--- config.mk ---
export PLATFORM = sky130hd
export DESIGN_NAME = cache_mem_arbiter
export DESIGN_NICKNAME = d
export VERILOG_FILES = /design/src/rtl/cache_mem_arbiter_pkg.sv /design/src/rtl/cache_mem_arbiter_rr_arbiter2.sv /design/src/rtl/cache_mem_arbiter.sv
export SDC_FILE = /design/constraint.sdc
export NUM_CORES = 1
export LEC_CHECK = 0
export ABC_AREA = 1
export BUFFER_PORTS_ARGS = -buffer_cell sky130_fd_sc_hd__buf_4
export CORE_AREA = 2 2 363 365
export DETAILED_ROUTE_END_ITERATION = 7
export DIE_AREA = 0 0 365 367
export HOLD_SLACK_MARGIN = 0.08
export PLACE_DENSITY_LB_ADDON = 0.1
export SKIP_LAST_GASP = 1
export SLEW_MARGIN = 40
export SYNTH_ARGS = -nofsm -noshare
export SYNTH_HDL_FRONTEND = slang
export SYNTH_SLANG_ARGS = --single-unit
--- constraint.sdc ---
create_clock -name clk_i -period 2.15 [get_ports clk_i]
set_input_delay 0.5375 -clock clk_i [delete_from_list [all_inputs] [get_ports clk_i]]
set_output_delay 0.5375 -clock clk_i [all_outputs]
set_load 0.005 [all_outputs]
--- src/rtl/cache_mem_arbiter_pkg.sv ---
// rtl/cache_mem_arbiter_pkg.sv - shared cache memory types and arbiter state enum
// Purpose: request/response structs shared by both caches, the arbiter and the
//          memory controller, plus the arbiter FSM state encoding.
// Ports:   none (package)
package cache_mem_arbiter_pkg;

   typedef struct packed {
      logic [31:0]  addr;
      logic [127:0] data;
      logic         rw;     // 1 = write
      logic         valid;
   } mem_req_type;

   typedef struct packed {
      logic [127:0] data;
      logic         ready;
   } mem_data_type;

   typedef enum logic [1:0] {
      ST_IDLE     = 2'd0,
      ST_GRANT_IC = 2'd1,
      ST_GRANT_DC = 2'd2
   } arb_state_e;

endpackage

--- src/rtl/cache_mem_arbiter_rr_arbiter2.sv ---
// rtl/cache_mem_arbiter_rr_arbiter2.sv - two-way round-robin pick and grant register
// Purpose: picks a winner among up to two requesters, favouring the one not
//          granted last, and holds the one-hot grant.
// Ports:   clk_i, rst_i     - clock, synchronous active-high reset
//          i_req[1:0]       - candidate requesters (bit0 icache, bit1 dcache)
//          i_update         - load o_pick into the grant and last-granted registers
//          i_clear          - drop the grant to 00
//          o_pick[1:0]      - combinational one-hot winner (00 if no candidate)
//          o_grant[1:0]     - registered one-hot grant
module rr_arbiter2 (
   input  logic       clk_i,
   input  logic       rst_i,
   input  logic [1:0] i_req,
   input  logic       i_update,
   input  logic       i_clear,
   output logic [1:0] o_pick,
   output logic [1:0] o_grant
);

   logic       r_last_dc;   // 0: icache granted last (reset value), 1: dcache
   logic [1:0] r_grant;

   always_comb begin
      o_pick = 2'b00;
      case (i_req)
         2'b01:   o_pick = 2'b01;
         2'b10:   o_pick = 2'b10;
         2'b11:   o_pick = r_last_dc ? 2'b01 : 2'b10;
         default: o_pick = 2'b00;
      endcase
   end

   always_ff @(posedge clk_i) begin
      if (rst_i) begin
         r_last_dc <= 1'b0;
         r_grant   <= 2'b00;
      end else if (i_update) begin
         r_last_dc <= o_pick[1];
         r_grant   <= o_pick;
      end else if (i_clear) begin
         r_grant   <= 2'b00;
      end
   end

   assign o_grant = r_grant;

endmodule

--- src/rtl/cache_mem_arbiter.sv ---
// rtl/cache_mem_arbiter.sv - icache/dcache arbiter for a shared memory controller
// Purpose: grants the memory port to one cache at a time, forwards the owner's
//          request and the memory response, aborts stuck grants via a watchdog
//          and counts grants per requester.
// Ports:   clk_i, rst_i           - clock, synchronous active-high reset
//          ic_req_i / ic_res_o    - icache request in / response out
//          dc_req_i / dc_res_o    - dcache request in / response out
//          mem_req_o / mem_res_i  - shared memory request out / response in
//          grant_o[1:0]           - one-hot owner (bit0 icache, bit1 dcache)
//          timeout_o              - sticky watchdog abort flag
//          ic_grants_o/dc_grants_o- saturating grant counts
module cache_mem_arbiter
   import cache_mem_arbiter_pkg::*;
#(
   parameter int TIMEOUT_CYCLES = 1024,
   parameter int CNT_W          = 32
) (
   input  logic             clk_i,
   input  logic             rst_i,
   input  mem_req_type      ic_req_i,
   output mem_data_type     ic_res_o,
   input  mem_req_type      dc_req_i,
   output mem_data_type     dc_res_o,
   output mem_req_type      mem_req_o,
   input  mem_data_type     mem_res_i,
   output logic [1:0]       grant_o,
   output logic             timeout_o,
   output logic [CNT_W-1:0] ic_grants_o,
   output logic [CNT_W-1:0] dc_grants_o
);

   localparam int              WD_W   = $clog2(TIMEOUT_CYCLES) + 1;
   localparam logic [WD_W-1:0] WD_MAX = WD_W'(TIMEOUT_CYCLES - 1);

   arb_state_e       r_state;
   logic [WD_W-1:0]  r_wdog;
   logic [CNT_W-1:0] r_ic_cnt;
   logic [CNT_W-1:0] r_dc_cnt;
   logic             r_timeout;

   logic [1:0]       w_arb_req;
   logic [1:0]       w_pick;
   logic             w_owner_valid;
   logic             w_timeout_hit;
   logic             w_enter;
   logic             w_to_idle;

   // While an owner holds valid nobody else is a candidate; on release only
   // the other requester is, so a hand-over never passes through IDLE.
   always_comb begin
      w_arb_req     = 2'b00;
      w_owner_valid = 1'b0;
      case (r_state)
         ST_IDLE: w_arb_req = {dc_req_i.valid, ic_req_i.valid};
         ST_GRANT_IC: begin
            w_owner_valid = ic_req_i.valid;
            if (!ic_req_i.valid) w_arb_req = {dc_req_i.valid, 1'b0};
         end
         ST_GRANT_DC: begin
            w_owner_valid = dc_req_i.valid;
            if (!dc_req_i.valid) w_arb_req = {1'b0, ic_req_i.valid};
         end
         default: w_arb_req = 2'b00;
      endcase
   end

   // Watchdog abort takes precedence over any hand-over in the same cycle.
   assign w_timeout_hit = (r_state != ST_IDLE) && !mem_res_i.ready && (r_wdog == WD_MAX);
   assign w_enter       = !w_timeout_hit && (w_pick != 2'b00);
   assign w_to_idle     = w_timeout_hit ||
                          ((r_state != ST_IDLE) && !w_owner_valid && (w_pick == 2'b00));

   rr_arbiter2 u_rr (
      .clk_i    (clk_i),
      .rst_i    (rst_i),
      .i_req    (w_arb_req),
      .i_update (w_enter),
      .i_clear  (w_to_idle),
      .o_pick   (w_pick),
      .o_grant  (grant_o)
   );

   always_ff @(posedge clk_i) begin
      if (rst_i) begin
         r_state   <= ST_IDLE;
         r_wdog    <= '0;
         r_ic_cnt  <= '0;
         r_dc_cnt  <= '0;
         r_timeout <= 1'b0;
      end else if (w_timeout_hit) begin
         r_state   <= ST_IDLE;
         r_wdog    <= '0;
         r_timeout <= 1'b1;
      end else if (w_enter) begin
         r_state <= w_pick[1] ? ST_GRANT_DC : ST_GRANT_IC;
         r_wdog  <= '0;
         if (w_pick[1]) begin
            if (r_dc_cnt != {CNT_W{1'b1}}) r_dc_cnt <= r_dc_cnt + CNT_W'(1);
         end else begin
            if (r_ic_cnt != {CNT_W{1'b1}}) r_ic_cnt <= r_ic_cnt + CNT_W'(1);
         end
      end else if (w_to_idle) begin
         r_state <= ST_IDLE;
         r_wdog  <= '0;
      end else if (r_state != ST_IDLE) begin
         r_wdog <= mem_res_i.ready ? '0 : r_wdog + WD_W'(1);
      end
   end

   // Response ready seen in IDLE falls through here untouched and is dropped.
   always_comb begin
      mem_req_o = '0;
      ic_res_o  = '0;
      dc_res_o  = '0;
      case (r_state)
         ST_GRANT_IC: begin
            mem_req_o = ic_req_i;
            ic_res_o  = mem_res_i;
         end
         ST_GRANT_DC: begin
            mem_req_o = dc_req_i;
            dc_res_o  = mem_res_i;
         end
         default: mem_req_o = '0;
      endcase
   end

   assign timeout_o   = r_timeout;
   assign ic_grants_o = r_ic_cnt;
   assign dc_grants_o = r_dc_cnt;

endmodule

Yosys cells after proc, flatten, opt, wreduce, memory -nomap -nowiden
Cells that the tools add are included.
- register bits: 81
- input port bits: 455
- output and inout bits: 487
- reduce and logical (&&, ||, !) cells: 18
- bitwise operators: 2
- $add $sub $neg: 3
- multiplexer cells: 14
- equality and inequality tests: 8
- operators with widths (cell ; count):
    $pmux W162 S2 ; 1
    $mux W129 ; 2
    $add A32 B1 Y32 const B ; 2
    $ne A32 B32 Y1 const B ; 2
    $mux W2 ; 6
    $pmux W2 S3 ; 2
    $add A11 B1 Y11 const B ; 1
    $eq A11 B10 Y1 const B ; 1
    $mux W11 ; 1
    $reduce_and A4 Y1 ; 2
    $eq A2 B2 Y1 const B ; 3
    $reduce_bool A2 Y1 ; 3
    $logic_and A1 B1 Y1 ; 5
    $eq A2 B1 Y1 const B ; 2
    $logic_not A2 Y1 ; 2
    $reduce_or A4 Y1 ; 1
    $logic_not A1 Y1 ; 3
    $not A1 Y1 ; 2
    $pmux W1 S2 ; 1
    $reduce_or A2 Y1 ; 1
    $logic_or A1 B1 Y1 ; 1
    $mux W1 ; 1

Longest topological paths before layout
- depth after elaboration: 9
- gate-level depth with buffers: 13

By module
From an unflattened synthesis, not the netlist that was laid out.
- cell total of the unflattened synthesis: 1930
- area, all modules: 9470.3 µm²
- modules (own cells, without submodules) (module ; times used ; area each (µm²) ; seq. area each (µm²) ; cells each):
    cache_mem_arbiter ; 1 ; 9325.2 ; 1561.5 ; 1910
    rr_arbiter2 ; 1 ; 145.1 ; 60.1 ; 20

Worst setup path after synthesis
No wires, ideal clock.
- path type: register to output
- start: register r_state[0]
- end: output dc_res_o[100] (netlist name)
- stages on the path, launching flop included: 8
- path buffers: 3
- data arrival time: 1527 ps
- path slack: 85 ps
- cell sequence: dfxtp_1 > inv_1 > ha_1 > clkbuf_1 > clkbuf_1 > clkbuf_1 > nand2_1 > inv_1
- RTL lines (what ; RTL line ; text):
    start, declared ; cache_mem_arbiter.sv:35 ; arb_state_e r_state;
    start signal, assigned ; cache_mem_arbiter.sv:95 ; r_state <= w_pick[1] ? ST_GRANT_DC : ST_GRANT_IC;
    end, declared ; cache_mem_arbiter.sv:23 ; output mem_data_type dc_res_o,

==> results.yml <==
outcome:
  status: "finished, violations left"
  failed_checks: "negative setup slack"
power:
  internal-power_mw: 9.337
  ir_drop_v: 0.0004176
  leakagePower_nw: 12.90
  p_per_area_nw_per_um2: 739.7
  pwr-share-clk: 0.098
  seq_power_share: 0.085
  combPwrFrac: 0.817
  switching_power_mw: 9.282
  swShare: 0.4985
placed_design:
  place_ws_ns: -0.5138
  hpwl_um: 130200
  finalWeightedCongestion: 0.9505
  portBuffers: 941
  placedCellCount: 4735
  place_area_um2: 20290
synthesis:
  syn_nets: 2367
  syn_inst: 1905
  yosys.cell_types.count: 30
  syn_area_per_cell_um2: 4.907
  ys_warn_count: 0
  synth_xor_xnor_area_share: 0.02998
  ys_seq_area_frac: 0.1735
  yosys.area_share.simple: 0.4867
  synth_compound_area_frac: 0.1329
  syn_area_um2: 9348
  synthAdderAreaFrac: 0.009370
  synth_top_family_by_area: "simple AND/OR/NAND/NOR gates"
  muxShareOfSynthArea: 0
  ys_seq_elements: 81
worst_setup_path:
  startpoint_type: "register"
  crit_path_frequent_cell: "buf_6"
  critPathRequiredTime_ns: 1.61
  cpPeakStageDelay_ns: 0.34
  critPathCaptureType: "output port"
  critical-path-slowest-cell: "dfxtp_2"
  worst-setup-path-type: "register to output port"
  arrival_ns: 2.12
  cp_cell_sequence: "buf_6, ha_4, buf_6, buf_16, buf_12, buf_16, nand2_2, a21oi_4, buf_6"
  cp_max_fo: 7
die:
  fp.dieW_um: 365
  start_util: 0.07165
  die_height_um: 367
  num_rows: 133
  fp.coreArea_um2: 130500
  io_pins: 942
  dieArea_um2: 134000
layout:
  layout.nets: 3547
  final_layout_size_suffix_gt1_frac: 0.5201
  final_common_cell: "buf_4"
  syn_to_final_growth_pct: 169.3
  fin_area_um2: 25170
  finalNonFillerCells: 4851
  postLayoutCoreUtil: 0.1929
  layout_common_cells: "buf_4 (1022), nand2_1 (783), inv_1 (270), nor2_1 (132), buf_6 (126)"
detailed_routing:
  viasPerCell: 3.520
  drcViolationCount: 0
  drt-initial-drc-count: 1212
  drt_pass1_iterations: 5
  wl_per_cell_um: 31.46
  drt.antenna.violating_nets: 0
  drt_wl_total_um: 152600
  via_count: 17080
cts:
  clkTransAtPathRegs_ns: 0.07
  clock_sinks: 81
  cts_buffers: 9
  insertion_delay_ns: 0.38
  htree_levels: 3
  hold_buffers: 0
  cts_tree: "built"
  clock_path_buffers: 2
  root_buffer: "clkbuf_16"
timing:
  slew_viol_final: 0
  holdWs_ns: 0.4719
  fin_skew_ns: 0.01451
  hold_viol_final: 0
  worstMarginPinSlew_ns: 0.4873
  period_needed_ns: 2.660
  setup_ws_ns: -0.5099
  fin_crit_sh: 1.237
  setup_viol: 457
  rsz0062_at_grt: "true"
  relSlewSlack: 0.6743
  max_freq_ghz: 0.3759
global_routing:
  grt_pass1_wl_um: 186700
  grt.overflow.total: 0
  grt_pass1_vias: 17260
  gr-usage-all-layers: 0.2149
  antenna_found_initial: 41
  grt_max_degree: 40
hold_path:
  hold_class: "register to register"
flow_run:
  drv_cap: 0
-- critical path: cells and delay by family, from the launching register on --
kind	cells	cell delay [ns]
AOI/OAI and AO/OA	1	0.29
adders and majority gates	1	0.18
buffers and inverters	6	0.82
DFF	1	0.34
and+or+nand+nor	1	0.08
-- flip-flops by register name, indices dropped and copies added, names as in the netlist --
name            cells
timeout_o           1
u_rr.r_last_dc      1
ic_grants_o        32
dc_grants_o        32
u_rr.o_grant        2
r_wdog             11
r_state             2
-- final timing paths --
check	start	to	slack, ns	depth (start not counted)
max	r_state[1]	mem_req_o[29]	-0.51	9
min	r_wdog[10]	r_wdog[10]	0.47	2
max reg2reg	r_state[1]	ic_grants_o[7]	-0.13	13
min reg2reg	r_wdog[10]	r_wdog[10]	0.47	2
-- final cells by class --
class                           instances  area [µm²]
Timing Repair inverter                  2       17.52
Antenna cell                            6       15.01
Timing Repair Buffer                 1272       11760
Tap cell                             1755        2196
Sequential cell                        81        1624
Fill cell                           15230      105300
Clock inverter                          6       91.34
Multi-Input combinational cell       1424        8107
Clock buffer                           10       229.0
Inverter                              295        1130
-- metal layers --
metal,vias to the layer above,part of all wire,track usage
met5,-,0.00098,0
met2,651,0.44,0.3310
li1,8080,-,-
met4,22,0.0079,0.01963
met3,63,0.087,0.07343
met1,8261,0.47,0.2971
-- cell usage after synthesis --
master    number  area, µm²
clkbuf_1      87      326.6
nand2_1      909       3412
a22oi_1        2      15.01
buf_4         10      75.07
nor2_2         6      37.54
a22o_1         1      8.760
buf_1          1      3.750
nand2_2        6      37.54
nand4_2        2      25.02
nand4_1        3      18.77
nand3_1       47      235.2
xor2_1        22      192.7
inv_2          3      11.26
nor3_1         3      15.01
ha_1           7      87.58
nand2_4        1      11.26
o21bai_1       1      7.510
nor2_1       132      495.5
a21oi_4        1      16.27
buf_2          4      20.02
buf_6          3      33.78
a21oi_2        1      8.760
nand3b_1      29      217.7
inv_1        292       1096
dfxtp_1       81       1622
nand3_2        1      10.01
nor2_4         3      33.78
a21oi_1      229       1146
o21ai_0        8      40.04
xnor2_1       10      87.58
-- cells by family after synthesis --
group / count (synthesis)
and+or+nand+nor: 1142
DFF: 81
buffers and inverters: 400
adders and majority gates: 7
xor gates and xnor gates: 32
AOI/OAI and AO/OA: 243
-- repair_timing --
action / 4_1_cts / 5_1_grt
setup endpoints to repair: 443 / 486
cloned: 27 / 16
resized for setup: 349 / 385
buffers inserted: 42 / 42
pin swaps: 68 / 110
-- stage by stage --
step,power (mW),TNS (ns)
after CTS,17.04,-136.71
final,18.62,-123.06
after floorplan,4.724,0
after global placement,11.88,-39.42
after detailed placement,11.87,-24.00
after global routing,19.42,-162.28
-- power by group through the flow --
stage                     logic, mW  clock network [mW]  registers, mW
final                          15.2                1.82           1.59
after global routing           15.9                1.93           1.60
after CTS                      13.6                1.90           1.59
after detailed placement       10.2                   0           1.62
after global placement         10.3                   0           1.62
after floorplan                3.09                   0           1.64
(Power assumes the default switching activity.)
